### config.mk
export PLATFORM = sky130hd
export DESIGN_NAME = draw_source_arbiter_flat
export DESIGN_NICKNAME = d
export VERILOG_FILES = /design/src/rtl/draw_source_arbiter_if.sv /design/src/rtl/draw_source_arbiter.sv /design/src/flat_wrapper.sv
export SDC_FILE = /design/constraint.sdc
export NUM_CORES = 1
export LEC_CHECK = 0
export CAP_MARGIN = 20
export CORE_MARGIN = 1.5
export CORE_UTILIZATION = 50
export DETAILED_ROUTE_END_ITERATION = 10
export HOLD_SLACK_MARGIN = 0.03
export PLACE_DENSITY_LB_ADDON = 0.2
export SETUP_SLACK_MARGIN = 0.3
export SYNTH_ARGS = -nofsm -noshare
export SYNTH_HDL_FRONTEND = slang
export SYNTH_SLANG_ARGS = --single-unit
### constraint.sdc
create_clock -name clk -period 5.5 [get_ports clk]
set_input_delay 1.65 -clock clk [delete_from_list [all_inputs] [get_ports clk]]
set_output_delay 1.65 -clock clk [all_outputs]
set_load 0.02 [all_outputs]
### src/rtl/draw_source_arbiter_if.sv
`default_nettype none
// ============================================================================
// draw_source_arbiter_if
//   Shared per-source pixel write bus between the draw manager and the sources.
//   Revision: 1.0
// ============================================================================
interface draw_source_arbiter_if #(
    parameter int SOURCE_SEL_ADDRW  = 3,
    parameter int COLOR_DEPTH       = 9,
    parameter int DRAW_WIDTH_ADDRW  = 8,
    parameter int DRAW_HEIGHT_ADDRW = 7
);
    logic [SOURCE_SEL_ADDRW-1:0]  write_source_sel;
    logic                         write_awaited;
    logic                         write_active;
    logic [COLOR_DEPTH-1:0]       write_color_data;
    logic                         write_transparent;
    logic [DRAW_WIDTH_ADDRW-1:0]  write_x_addr;
    logic [DRAW_HEIGHT_ADDRW-1:0] write_y_addr;

    // Arbiter side
    modport master (
        output write_source_sel,
        output write_awaited,
        input  write_active,
        input  write_color_data,
        input  write_transparent,
        input  write_x_addr,
        input  write_y_addr
    );

    // Draw-source side
    modport slave (
        input  write_source_sel,
        input  write_awaited,
        output write_active,
        output write_color_data,
        output write_transparent,
        output write_x_addr,
        output write_y_addr
    );
endinterface
`default_nettype wire

### src/rtl/draw_source_arbiter.sv
`default_nettype none
// ============================================================================
// draw_source_arbiter
//   Per-frame optional framebuffer clear, then round-robin grant of each draw
//   source; opaque pixels become linear framebuffer writes.
//   Optional: `define DRAW_ARB_BOUNDS_CHECK_EN drops off-screen pixels and adds
//   the bounds_drop output.
//   Revision: 1.0
// ============================================================================
module draw_source_arbiter #(
    parameter int NUM_SOURCES      = 4,
    parameter int SOURCE_SEL_ADDRW = 3,
    parameter int DRAW_WIDTH       = 160,
    parameter int DRAW_HEIGHT      = 120,
    parameter int COLOR_DEPTH      = 9,
    parameter int WAIT_TIMEOUT     = 4096,
    localparam int DRAW_WIDTH_ADDRW  = $clog2(DRAW_WIDTH),
    localparam int DRAW_HEIGHT_ADDRW = $clog2(DRAW_HEIGHT),
    localparam int FB_ADDRW          = $clog2(DRAW_WIDTH * DRAW_HEIGHT)
) (
    input  wire logic                   clk,
    input  wire logic                   resetN,
    input  wire logic                   frame_start,
    input  wire logic                   clear_en,
    input  wire logic [COLOR_DEPTH-1:0] bg_color,
    draw_source_arbiter_if.master       wr_bus,
    output logic                        fb_we,
    output logic [FB_ADDRW-1:0]         fb_addr,
    output logic [COLOR_DEPTH-1:0]      fb_data,
    output logic                        busy,
    output logic                        frame_done,
    output logic [7:0]                  timeout_count,
    output logic                        frame_overrun
`ifdef DRAW_ARB_BOUNDS_CHECK_EN
    ,
    output logic                        bounds_drop
`endif
);

    localparam int WAIT_CNT_W = (WAIT_TIMEOUT > 1) ? $clog2(WAIT_TIMEOUT) : 1;

    localparam logic [SOURCE_SEL_ADDRW-1:0] c_NO_SOURCE  = '1;
    localparam logic [SOURCE_SEL_ADDRW-1:0] c_LAST_SRC   = SOURCE_SEL_ADDRW'(NUM_SOURCES - 1);
    localparam logic [WAIT_CNT_W-1:0]       c_WAIT_LAST  = WAIT_CNT_W'(WAIT_TIMEOUT - 1);
    localparam logic [FB_ADDRW-1:0]         c_FB_LAST    = FB_ADDRW'(DRAW_WIDTH * DRAW_HEIGHT - 1);
    localparam logic [FB_ADDRW-1:0]         c_DRAW_WIDTH = FB_ADDRW'(DRAW_WIDTH);

    typedef enum logic [2:0] {
        S_IDLE        = 3'd0,
        S_CLEAR       = 3'd1,
        S_SELECT      = 3'd2,
        S_WAIT_ACTIVE = 3'd3,
        S_DRAIN       = 3'd4,
        S_DONE        = 3'd5
    } state_t;

    state_t                         r_state;
    logic [SOURCE_SEL_ADDRW-1:0]    r_index;
    logic [SOURCE_SEL_ADDRW-1:0]    r_sel;
    logic                           r_awaited;
    logic [WAIT_CNT_W-1:0]          r_wait_cnt;
    logic                           r_fb_we;
    logic [FB_ADDRW-1:0]            r_fb_addr;
    logic [COLOR_DEPTH-1:0]         r_fb_data;
    logic                           r_busy;
    logic                           r_frame_done;
    logic [7:0]                     r_timeout_count;
    logic                           r_overrun;

    logic                           w_sampling;
    logic                           w_accept;
    logic                           w_pix_we;
    logic [FB_ADDRW-1:0]            w_pix_addr;
    logic                           w_more_src;
    logic [SOURCE_SEL_ADDRW-1:0]    w_next_index;

    // Bus inputs are only looked at while a source is actually granted, so the
    // floating bus of unselected cycles never reaches the write pipeline.
    assign w_sampling   = (r_state == S_WAIT_ACTIVE) || (r_state == S_DRAIN);
    assign w_accept     = w_sampling && wr_bus.write_active;
    assign w_pix_addr   = FB_ADDRW'(wr_bus.write_y_addr) * c_DRAW_WIDTH
                        + FB_ADDRW'(wr_bus.write_x_addr);
    assign w_more_src   = (r_index < c_LAST_SRC);
    assign w_next_index = r_index + 1'b1;

`ifdef DRAW_ARB_BOUNDS_CHECK_EN
    logic w_oob;
    logic r_bounds_drop;

    assign w_oob    = (32'(wr_bus.write_x_addr) >= 32'(DRAW_WIDTH))
                   || (32'(wr_bus.write_y_addr) >= 32'(DRAW_HEIGHT));
    assign w_pix_we = !wr_bus.write_transparent && !w_oob;

    always_ff @(posedge clk or negedge resetN) begin
        if (!resetN) begin
            r_bounds_drop <= 1'b0;
        end else begin
            r_bounds_drop <= w_accept && w_oob && !wr_bus.write_transparent;
        end
    end

    assign bounds_drop = r_bounds_drop;
`else
    assign w_pix_we = !wr_bus.write_transparent;
`endif

    always_ff @(posedge clk or negedge resetN) begin
        if (!resetN) begin
            r_state         <= S_IDLE;
            r_index         <= '0;
            r_sel           <= c_NO_SOURCE;
            r_awaited       <= 1'b0;
            r_wait_cnt      <= '0;
            r_fb_we         <= 1'b0;
            r_fb_addr       <= '0;
            r_fb_data       <= '0;
            r_busy          <= 1'b0;
            r_frame_done    <= 1'b0;
            r_timeout_count <= '0;
            r_overrun       <= 1'b0;
        end else begin
            r_fb_we      <= 1'b0;
            r_frame_done <= 1'b0;

            // Accept pipeline runs independently of the state update so the
            // last pixel of a source can still land in the next SELECT cycle.
            if (w_accept) begin
                r_fb_we   <= w_pix_we;
                r_fb_addr <= w_pix_addr;
                r_fb_data <= wr_bus.write_color_data;
            end

            if (frame_start && (r_state != S_IDLE)) begin
                r_overrun <= 1'b1;
            end

            case (r_state)
                S_IDLE: begin
                    r_sel     <= c_NO_SOURCE;
                    r_awaited <= 1'b0;
                    if (frame_start) begin
                        r_index <= '0;
                        r_busy  <= 1'b1;
                        if (clear_en) begin
                            r_state   <= S_CLEAR;
                            r_fb_we   <= 1'b1;
                            r_fb_addr <= '0;
                            r_fb_data <= bg_color;
                        end else begin
                            r_state <= S_SELECT;
                            r_sel   <= '0;
                        end
                    end
                end

                // r_fb_data holds the latched background colour for the sweep.
                S_CLEAR: begin
                    if (r_fb_addr == c_FB_LAST) begin
                        r_state <= S_SELECT;
                        r_sel   <= r_index;
                    end else begin
                        r_fb_we   <= 1'b1;
                        r_fb_addr <= r_fb_addr + 1'b1;
                    end
                end

                S_SELECT: begin
                    r_state    <= S_WAIT_ACTIVE;
                    r_awaited  <= 1'b1;
                    r_wait_cnt <= '0;
                end

                S_WAIT_ACTIVE: begin
                    if (wr_bus.write_active) begin
                        r_state   <= S_DRAIN;
                        r_awaited <= 1'b0;
                    end else if (r_wait_cnt == c_WAIT_LAST) begin
                        r_awaited <= 1'b0;
                        if (r_timeout_count != 8'hFF) begin
                            r_timeout_count <= r_timeout_count + 1'b1;
                        end
                        if (w_more_src) begin
                            r_index <= w_next_index;
                            r_sel   <= w_next_index;
                            r_state <= S_SELECT;
                        end else begin
                            r_sel        <= c_NO_SOURCE;
                            r_frame_done <= 1'b1;
                            r_state      <= S_DONE;
                        end
                    end else begin
                        r_wait_cnt <= r_wait_cnt + 1'b1;
                    end
                end

                S_DRAIN: begin
                    if (!wr_bus.write_active) begin
                        if (w_more_src) begin
                            r_index <= w_next_index;
                            r_sel   <= w_next_index;
                            r_state <= S_SELECT;
                        end else begin
                            r_sel        <= c_NO_SOURCE;
                            r_frame_done <= 1'b1;
                            r_state      <= S_DONE;
                        end
                    end
                end

                S_DONE: begin
                    r_state <= S_IDLE;
                    r_busy  <= 1'b0;
                    r_sel   <= c_NO_SOURCE;
                end

                default: begin
                    r_state   <= S_IDLE;
                    r_busy    <= 1'b0;
                    r_sel     <= c_NO_SOURCE;
                    r_awaited <= 1'b0;
                end
            endcase
        end
    end

    assign wr_bus.write_source_sel = r_sel;
    assign wr_bus.write_awaited    = r_awaited;
    assign fb_we                   = r_fb_we;
    assign fb_addr                 = r_fb_addr;
    assign fb_data                 = r_fb_data;
    assign busy                    = r_busy;
    assign frame_done              = r_frame_done;
    assign timeout_count           = r_timeout_count;
    assign frame_overrun           = r_overrun;

endmodule
`default_nettype wire
### src/flat_wrapper.sv
// flat-port wrapper written by rule: the top's interface ports become plain ports
module draw_source_arbiter_flat 
#(
    parameter int NUM_SOURCES      = 4,
    parameter int SOURCE_SEL_ADDRW = 3,
    parameter int DRAW_WIDTH       = 160,
    parameter int DRAW_HEIGHT      = 120,
    parameter int COLOR_DEPTH      = 9,
    parameter int WAIT_TIMEOUT     = 4096,
    localparam int DRAW_WIDTH_ADDRW  = $clog2(DRAW_WIDTH),
    localparam int DRAW_HEIGHT_ADDRW = $clog2(DRAW_HEIGHT),
    localparam int FB_ADDRW          = $clog2(DRAW_WIDTH * DRAW_HEIGHT)
)
  (clk, resetN, frame_start, clear_en, bg_color, fb_we, fb_addr, fb_data, busy, frame_done, timeout_count, frame_overrun, wr_bus_write_source_sel, wr_bus_write_awaited, wr_bus_write_active, wr_bus_write_color_data, wr_bus_write_transparent, wr_bus_write_x_addr, wr_bus_write_y_addr);
  draw_source_arbiter_if #(.SOURCE_SEL_ADDRW(SOURCE_SEL_ADDRW), .COLOR_DEPTH(COLOR_DEPTH)) wr_bus_i ();
  input  wire logic clk;
  input  wire logic resetN;
  input  wire logic frame_start;
  input  wire logic clear_en;
  input  wire logic [COLOR_DEPTH-1:0] bg_color;
  output logic fb_we;
  output logic [FB_ADDRW-1:0] fb_addr;
  output logic [COLOR_DEPTH-1:0] fb_data;
  output logic busy;
  output logic frame_done;
  output logic [7:0] timeout_count;
  output logic frame_overrun;
  output wire logic [$bits(wr_bus_i.write_source_sel)-1:0] wr_bus_write_source_sel;
  output wire logic [$bits(wr_bus_i.write_awaited)-1:0] wr_bus_write_awaited;
  input wire logic [$bits(wr_bus_i.write_active)-1:0] wr_bus_write_active;
  input wire logic [$bits(wr_bus_i.write_color_data)-1:0] wr_bus_write_color_data;
  input wire logic [$bits(wr_bus_i.write_transparent)-1:0] wr_bus_write_transparent;
  input wire logic [$bits(wr_bus_i.write_x_addr)-1:0] wr_bus_write_x_addr;
  input wire logic [$bits(wr_bus_i.write_y_addr)-1:0] wr_bus_write_y_addr;
  assign wr_bus_write_source_sel = wr_bus_i.write_source_sel;
  assign wr_bus_write_awaited = wr_bus_i.write_awaited;
  assign wr_bus_i.write_active = wr_bus_write_active;
  assign wr_bus_i.write_color_data = wr_bus_write_color_data;
  assign wr_bus_i.write_transparent = wr_bus_write_transparent;
  assign wr_bus_i.write_x_addr = wr_bus_write_x_addr;
  assign wr_bus_i.write_y_addr = wr_bus_write_y_addr;
  draw_source_arbiter #(.NUM_SOURCES(NUM_SOURCES), .SOURCE_SEL_ADDRW(SOURCE_SEL_ADDRW), .DRAW_WIDTH(DRAW_WIDTH), .DRAW_HEIGHT(DRAW_HEIGHT), .COLOR_DEPTH(COLOR_DEPTH), .WAIT_TIMEOUT(WAIT_TIMEOUT)) u_core (.clk(clk), .resetN(resetN), .frame_start(frame_start), .clear_en(clear_en), .bg_color(bg_color), .wr_bus(wr_bus_i), .fb_we(fb_we), .fb_addr(fb_addr), .fb_data(fb_data), .busy(busy), .frame_done(frame_done), .timeout_count(timeout_count), .frame_overrun(frame_overrun));
endmodule
==> impl_metrics.tcl, run 1 <==
set metrics [dict create \
    status "finished, final reports clean" \
    drt-pass1-iter-count 7 \
    synth_top_area_frac 0.378 \
    peakVddDrop_mv 0.174 \
    holdWs_ns 0.481 \
    drive_above_1_share 0.0747 \
    power.density_nw_per_um2 438 \
    overflow 0 \
    grtUsageTotal 0.239 \
    core_area_um2 6910 \
    highest_layer "met4" \
    wl_mm 8.72 \
    drc 0 \
    dr_total_vias 3288 \
    htree_num_levels 3 \
    reg2reg_depth 6 \
    dp.cells 562 \
    rsz0062_at_grt "no" \
    rr_startpoint "u_core.fb_addr[0]$_DFF_PN0_" \
    hp-start "u_core.wr_bus.write_awaited$_DFFE_PN0P_" \
    critPathRequiredTime_ns 5.67 \
    finalHoldViolCount 0 \
    holdBufCountCts 0 \
    dieArea_um2 7800 \
    io_pins 79 \
    syn-num-nets 457 \
    hold_depth 1 \
    met3_wirelength_um 413 \
    synth_warnings 0 \
    synth_commonest_cells "dfrtp_1 (55), nor2_1 (45), nand2_1 (41), o21ai_0 (36), a21oi_1 (20)" \
    yosys.area.top_type "dfrtp_1" \
    synthArstFlopShare 1.00 \
    wl_met2_mm 4.51 \
    grt_max_degree 37 \
    insertion_delay_ns 0.34 \
    wl_per_cell_um 15.1 \
    areaGrowthSynthToFinish_pct 28.1 \
    netlist_area_um2 3640 \
    multi_input_area_um2 2070 \
    pre_cts_slack_ns 1.24 \
    hold_end "u_core.wr_bus.write_awaited$_DFFE_PN0P_" \
    hold_class "flop to flop" \
    cts-resized-gates 0 \
    dpl.hpwl_mm 6.47 \
    avgSynthCellArea_um2 9.13 \
    synth_area_leaders "dfrtp_1 (38%), ha_1 (5.8%), o21ai_0 (4.9%)" \
    cts_buffer_depth 2 \
    rows 30 \
    slew_headroom 0.510 \
    drtAntennaViolNets 0 \
    layoutNonFillerInstCount 578 \
    p_total_mw 2.04 \
    first_iter_violations 204 \
    cts_setup_buffers 0 \
    initial_utilization 0.527 \
    io_buffers 78 \
    clock_skew_ns 0.0108 \
    die_x_um 88.3 \
    crit_arrival_ns 4.12 \
    synth.distinct_cells 61 \
    syn_inst 399 \
    nNetsFinal 535 \
    clk_pin_slew_ns 0.06 \
    avgViaCountPerCell 5.69 \
    fin_crit_ns 3.95 \
    ys_ff_latch 58 \
    tightest_slew_ns 0.728 \
    cts_tree "built" \
    cp_max_fo 3 \
    synth_edf_count 0 \
    clock-sinks 58 \
    end_kind "flop" \
    rrSetupSlack_ns 2.91 \
    gp_congestion 0.847 \
    clock.fmax_ghz 0.253 \
    p_leak_nw 1.97 \
    period_share 0.718 \
    antenna_found_initial 0 \
    cts_inserted_buffers 9 \
    met1_length_mm 3.68 \
    maxCapViolations 0 \
    cp-start-kind "input pin" \
    nFillCells 585 \
    synth-seq-area-share 0.400 \
    setup_violations 0 \
    grt_pass1_wl_mm 14.5 \
    r2r_end "u_core.fb_addr[3]$_DFF_PN0_" \
    synth_ff_type "dfrtp_1" \
    synth_most_common_cell "dfrtp_1" \
    setup_ws_ns 1.55 \
    ff_latch_area_um2 1460 \
    dieHeight_um 88.3 \
    slew_violations 0 \
    finalSetupTns_ns 0 \
    grt_pass1_vias 3181 \
    diodes 0 \
    cts_root_buffer "clkbuf_8" \
    path_class "input pin to flop" \
]
registers in the layout, indices dropped and copies added, names as in the netlist:
register,cells
u_core.fb_we,1
u_core.wr_bus.write_awaited,1
u_core.r_wait_cnt,12
u_core.fb_data,9
u_core.busy,1
u_core.r_state,3
u_core.frame_done,1
u_core.r_index,3
u_core.fb_addr,15
u_core.timeout_count,8
u_core.wr_bus.write_source_sel,3
u_core.frame_overrun,1
layer usage:
metal,up-vias,GRT usage
met2,84,0.409
li1,1608,-
met4,0,0.0923
met1,1584,0.291
met5,-,0
met3,12,0.0616
logic make-up (layout without fill, tap and decap cells):
| kind of cell | after synthesis | after routing | share of synthesized area |
|---|---|---|---|
| AO/OA/AOI/OAI | 99 | 99 | 0.173 |
| buffers and inverters | 27 | 110 | 0.0306 |
| XOR/XNOR | 28 | 28 | 0.0674 |
| multiplexers | 16 | 16 | 0.0457 |
| AND/OR/NAND/NOR | 152 | 152 | 0.214 |
| adder cells (fa/ha/maj) | 19 | 19 | 0.0694 |
| flip-flops | 58 | 58 | 0.400 |
through the flow:
| step | util | cell area [µm²] |
|---|---|---|
| after detailed placement | 0.651 | 4490 |
| after floorplan | - | 3640 |
| after global routing | 0.675 | 4660 |
| final | 0.675 | 4660 |
| after CTS | 0.675 | 4660 |
| after global placement | 0.651 | 4490 |
placed cells by master, fill, tap and decap left out, types with 3 or more instances in the layout:
| cell type | count |
|---|---|
| nand2_1 | 41 |
| and3_1 | 5 |
| nor3_1 | 9 |
| xnor2_1 | 18 |
| a31oi_1 | 4 |
| nor2_1 | 45 |
| nand2b_1 | 4 |
| and4_1 | 3 |
| a21oi_1 | 20 |
| ha_1 | 17 |
| clkdlybuf4s50_1 | 77 |
| nor3b_1 | 5 |
| nand4_1 | 6 |
| mux2i_1 | 11 |
| dfstp_2 | 3 |
| o21ai_0 | 36 |
| dfrtp_1 | 55 |
| clkbuf_8 | 9 |
| a21o_1 | 5 |
| mux2_2 | 5 |
| inv_1 | 14 |
| xor2_1 | 10 |
| nor4_1 | 3 |
| o311ai_0 | 5 |
| nand3_1 | 13 |
| clkinv_4 | 3 |
layout make-up:
type | instances | area share
Clock buffer | 10 | 0.0274
Timing Repair Buffer | 80 | 0.170
Inverter | 14 | 0.0113
Clock inverter | 6 | 0.00939
Sequential cell | 58 | 0.312
Multi-Input combinational cell | 314 | 0.445
Tap cell | 96 | 0.0258
worst max-delay path by stage:
stage	end	from	slack [ns]
CTS	u_core.fb_addr[13]$_DFF_PN0_	wr_bus_write_y_addr[1]	1.60
detailed placement	u_core.fb_addr[13]$_DFF_PN0_	wr_bus_write_y_addr[1]	1.24
global route	u_core.fb_addr[13]$_DFF_PN0_	wr_bus_write_y_addr[1]	1.42
finish	u_core.fb_addr[13]$_DFF_PN0_	wr_bus_write_y_addr[1]	1.55
floorplan	u_core.fb_addr[13]$_DFF_PN0_	wr_bus_write_y_addr[1]	1.95
global placement	u_core.fb_addr[13]$_DFF_PN0_	wr_bus_write_y_addr[1]	1.31
where the power goes:
| group | total [mW] | internal [mW] | switching [mW] |
|---|---|---|---|
| sequential | 0.703 | 0.555 | 0.148 |
| clock | 0.338 | 0.164 | 0.175 |
| combinational | 1.00 | 0.448 | 0.554 |
critical path, cell delays in order:
cell,delay [ns]
clkdlybuf4s50_1,0.47
ha_1,0.31
ha_1,0.16
inv_1,0.05
fa_1,0.39
nand2b_1,0.19
a21oi_1,0.18
xor2_1,0.29
nand3_1,0.13
xor2_1,0.16
o221ai_1,0.13
No activity file was read; power rests on OpenSTA's default activity.
==> run 2, diff against run 1 <==
clock period = 4 ns   (was 5.5 ns; I/O delays follow)
==> run 2 against run 1 <==
Wire length down 2.2%; design area increased by 1.3%; total power increased by 42%; utilization is 0.87 points higher; largest cell class unchanged.
==> impl_metrics.tcl, run 2 (synthesis results as in run 1) <==
set metrics [dict create \
    rows 30 \
    cts_inserted_buffers 9 \
    seq_power_share 0.333 \
    period_share 0.868 \
    peakVddDrop_mv 0.265 \
    areaGrowthSynthToFinish_pct 29.8 \
    slew_headroom 0.514 \
    gp_congestion 0.873 \
    largest_register_ffs 15 \
    hold_class "flop to flop" \
    holdBufCountCts 0 \
    crit_cells 11 \
    clk_pin_slew_ns 0.06 \
    status "finished, final reports clean" \
    initial_utilization 0.527 \
    clock.fmax_ghz 0.288 \
    switching_share 0.407 \
    insertion_delay_ns 0.34 \
    cp_max_fo 3 \
    tightest_slew_ns 0.729 \
    antenna_found_initial 0 \
    core_area_um2 6910 \
    reg2reg_depth 6 \
    cts_setup_buffers 0 \
    hold_depth 1 \
    drt-pass1-iter-count 4 \
    p_int_mw 1.72 \
    grt_pass1_vias 3232 \
    p_leak_nw 2.00 \
    wl_per_cell_um 14.7 \
    cp-start-kind "input pin" \
    dieHeight_um 88.3 \
    maxCapViolations 0 \
    clock-sinks 58 \
    io_buffers 78 \
    first_iter_violations 165 \
    cts-resized-gates 0 \
    grt_pass1_wl_mm 14.1 \
    switching_power_mw 1.18 \
    p_total_mw 2.89 \
    finalHoldViolCount 0 \
    finalSetupTns_ns 0 \
    end_kind "flop" \
    slew_violations 0 \
    grt_max_degree 35 \
    cts_buffer_depth 2 \
    cp_num_buf_inv 2 \
    path_class "input pin to flop" \
    pwr-share-clk 0.192 \
    overflow 0 \
    rsz0062_at_grt "no" \
    cts_root_buffer "clkbuf_8" \
    avgViaCountPerCell 5.59 \
    cts_tree "built" \
    grtUsageTotal 0.231 \
    drive_above_1_share 0.0766 \
    cp_top_family "adder cells" \
    io_pins 79 \
    power.density_nw_per_um2 612 \
    drc 0 \
    final_common_cell "clkdlybuf4s50_1" \
    clock_skew_ns 0.00613 \
    comb_power_share 0.475 \
    nNetsFinal 537 \
    max_stage_delay_ns 0.47 \
    fin_crit_ns 3.47 \
    cp_cell_sequence "clkdlybuf4s50_1, ha_1, ha_1, inv_1, fa_1, nand2b_1, a21oi_1, xor2_1, nand3_1, xor2_1, o221ai_1" \
    dieArea_um2 7800 \
    crit_arrival_ns 3.65 \
    dpl.hpwl_mm 6.32 \
    setup_violations 0 \
    wl_mm 8.53 \
    critPathRequiredTime_ns 4.18 \
    dr_total_vias 3237 \
    htree_num_levels 3 \
    final_cell_mix "clkdlybuf4s50_1 (77), dfrtp_1 (55), nor2_1 (45), nand2_1 (41), o21ai_0 (36)" \
    critPathSlowestCell "clkdlybuf4s50_1" \
    drtAntennaViolNets 0 \
    diodes 0 \
    die_x_um 88.3 \
]
run 2: cell types whose count changed in the layout (fill, tap and decap cells not counted), sizes merged:
cell / delta
bufinv: +1
clkinv: -4
clkbuf: +3
buf: +2
clkinvlp: -1
run 2: worst paths after layout:
path                                                              start                                 endpoint  slack [ns]
min in group asynchronous                                        resetN              u_core.fb_addr[0]$_DFF_PN0_        0.80
worst min register to register  u_core.wr_bus.write_awaited$_DFFE_PN0P_  u_core.wr_bus.write_awaited$_DFFE_PN0P_        0.48
worst min-delay path            u_core.wr_bus.write_awaited$_DFFE_PN0P_  u_core.wr_bus.write_awaited$_DFFE_PN0P_        0.48
max in group asynchronous                                        resetN         u_core.r_wait_cnt[2]$_DFFE_PN0P_        2.68
worst max-delay path                             wr_bus_write_y_addr[1]             u_core.fb_addr[13]$_DFF_PN0_        0.53
worst max register to register              u_core.fb_addr[0]$_DFF_PN0_              u_core.fb_addr[9]$_DFF_PN0_        1.45
run 2: per-stage QoR:
step / setup slack (ns) / cell area [µm²] / util / hold slack [ns] / cells
floorplan: 0.898 / 3640 / - / 0.507 / 399
global placement: 0.272 / 4500 / 0.652 / 0.462 / 563
detailed placement: 0.205 / 4520 / 0.655 / 0.466 / 564
CTS: 0.527 / 4720 / 0.684 / 0.480 / 579
global route: 0.350 / 4720 / 0.684 / 0.503 / 579
finish: 0.530 / 4720 / 0.684 / 0.476 / 579
run 2: power by group through the flow:
stage | clock network (mW) | registers, mW | logic [mW]
floorplan | 0 | 1.06 | 0.786
global placement | 0 | 0.967 | 1.35
detailed placement | 0 | 0.973 | 1.38
CTS | 0.564 | 0.963 | 1.38
global route | 0.595 | 0.993 | 1.50
finish | 0.555 | 0.964 | 1.37
run 2: final cells by class:
cell class / instances / area [µm²]
Clock buffer: 13 / 169
Clock inverter: 2 / 35.0
Fill cell: 578 / 2180
Inverter: 14 / 52.6
Multi-Input combinational cell: 314 / 2070
Sequential cell: 58 / 1460
Tap cell: 96 / 120
Timing Repair Buffer: 82 / 818
run 2: routing by layer:
layer,GRT usage,vias up,part of all wire
li1,-,1600,-
met1,0.268,1548,0.43
met2,0.413,79,0.52
met3,0.0588,10,0.047
met4,0.0852,0,0.012
met5,0,-,0
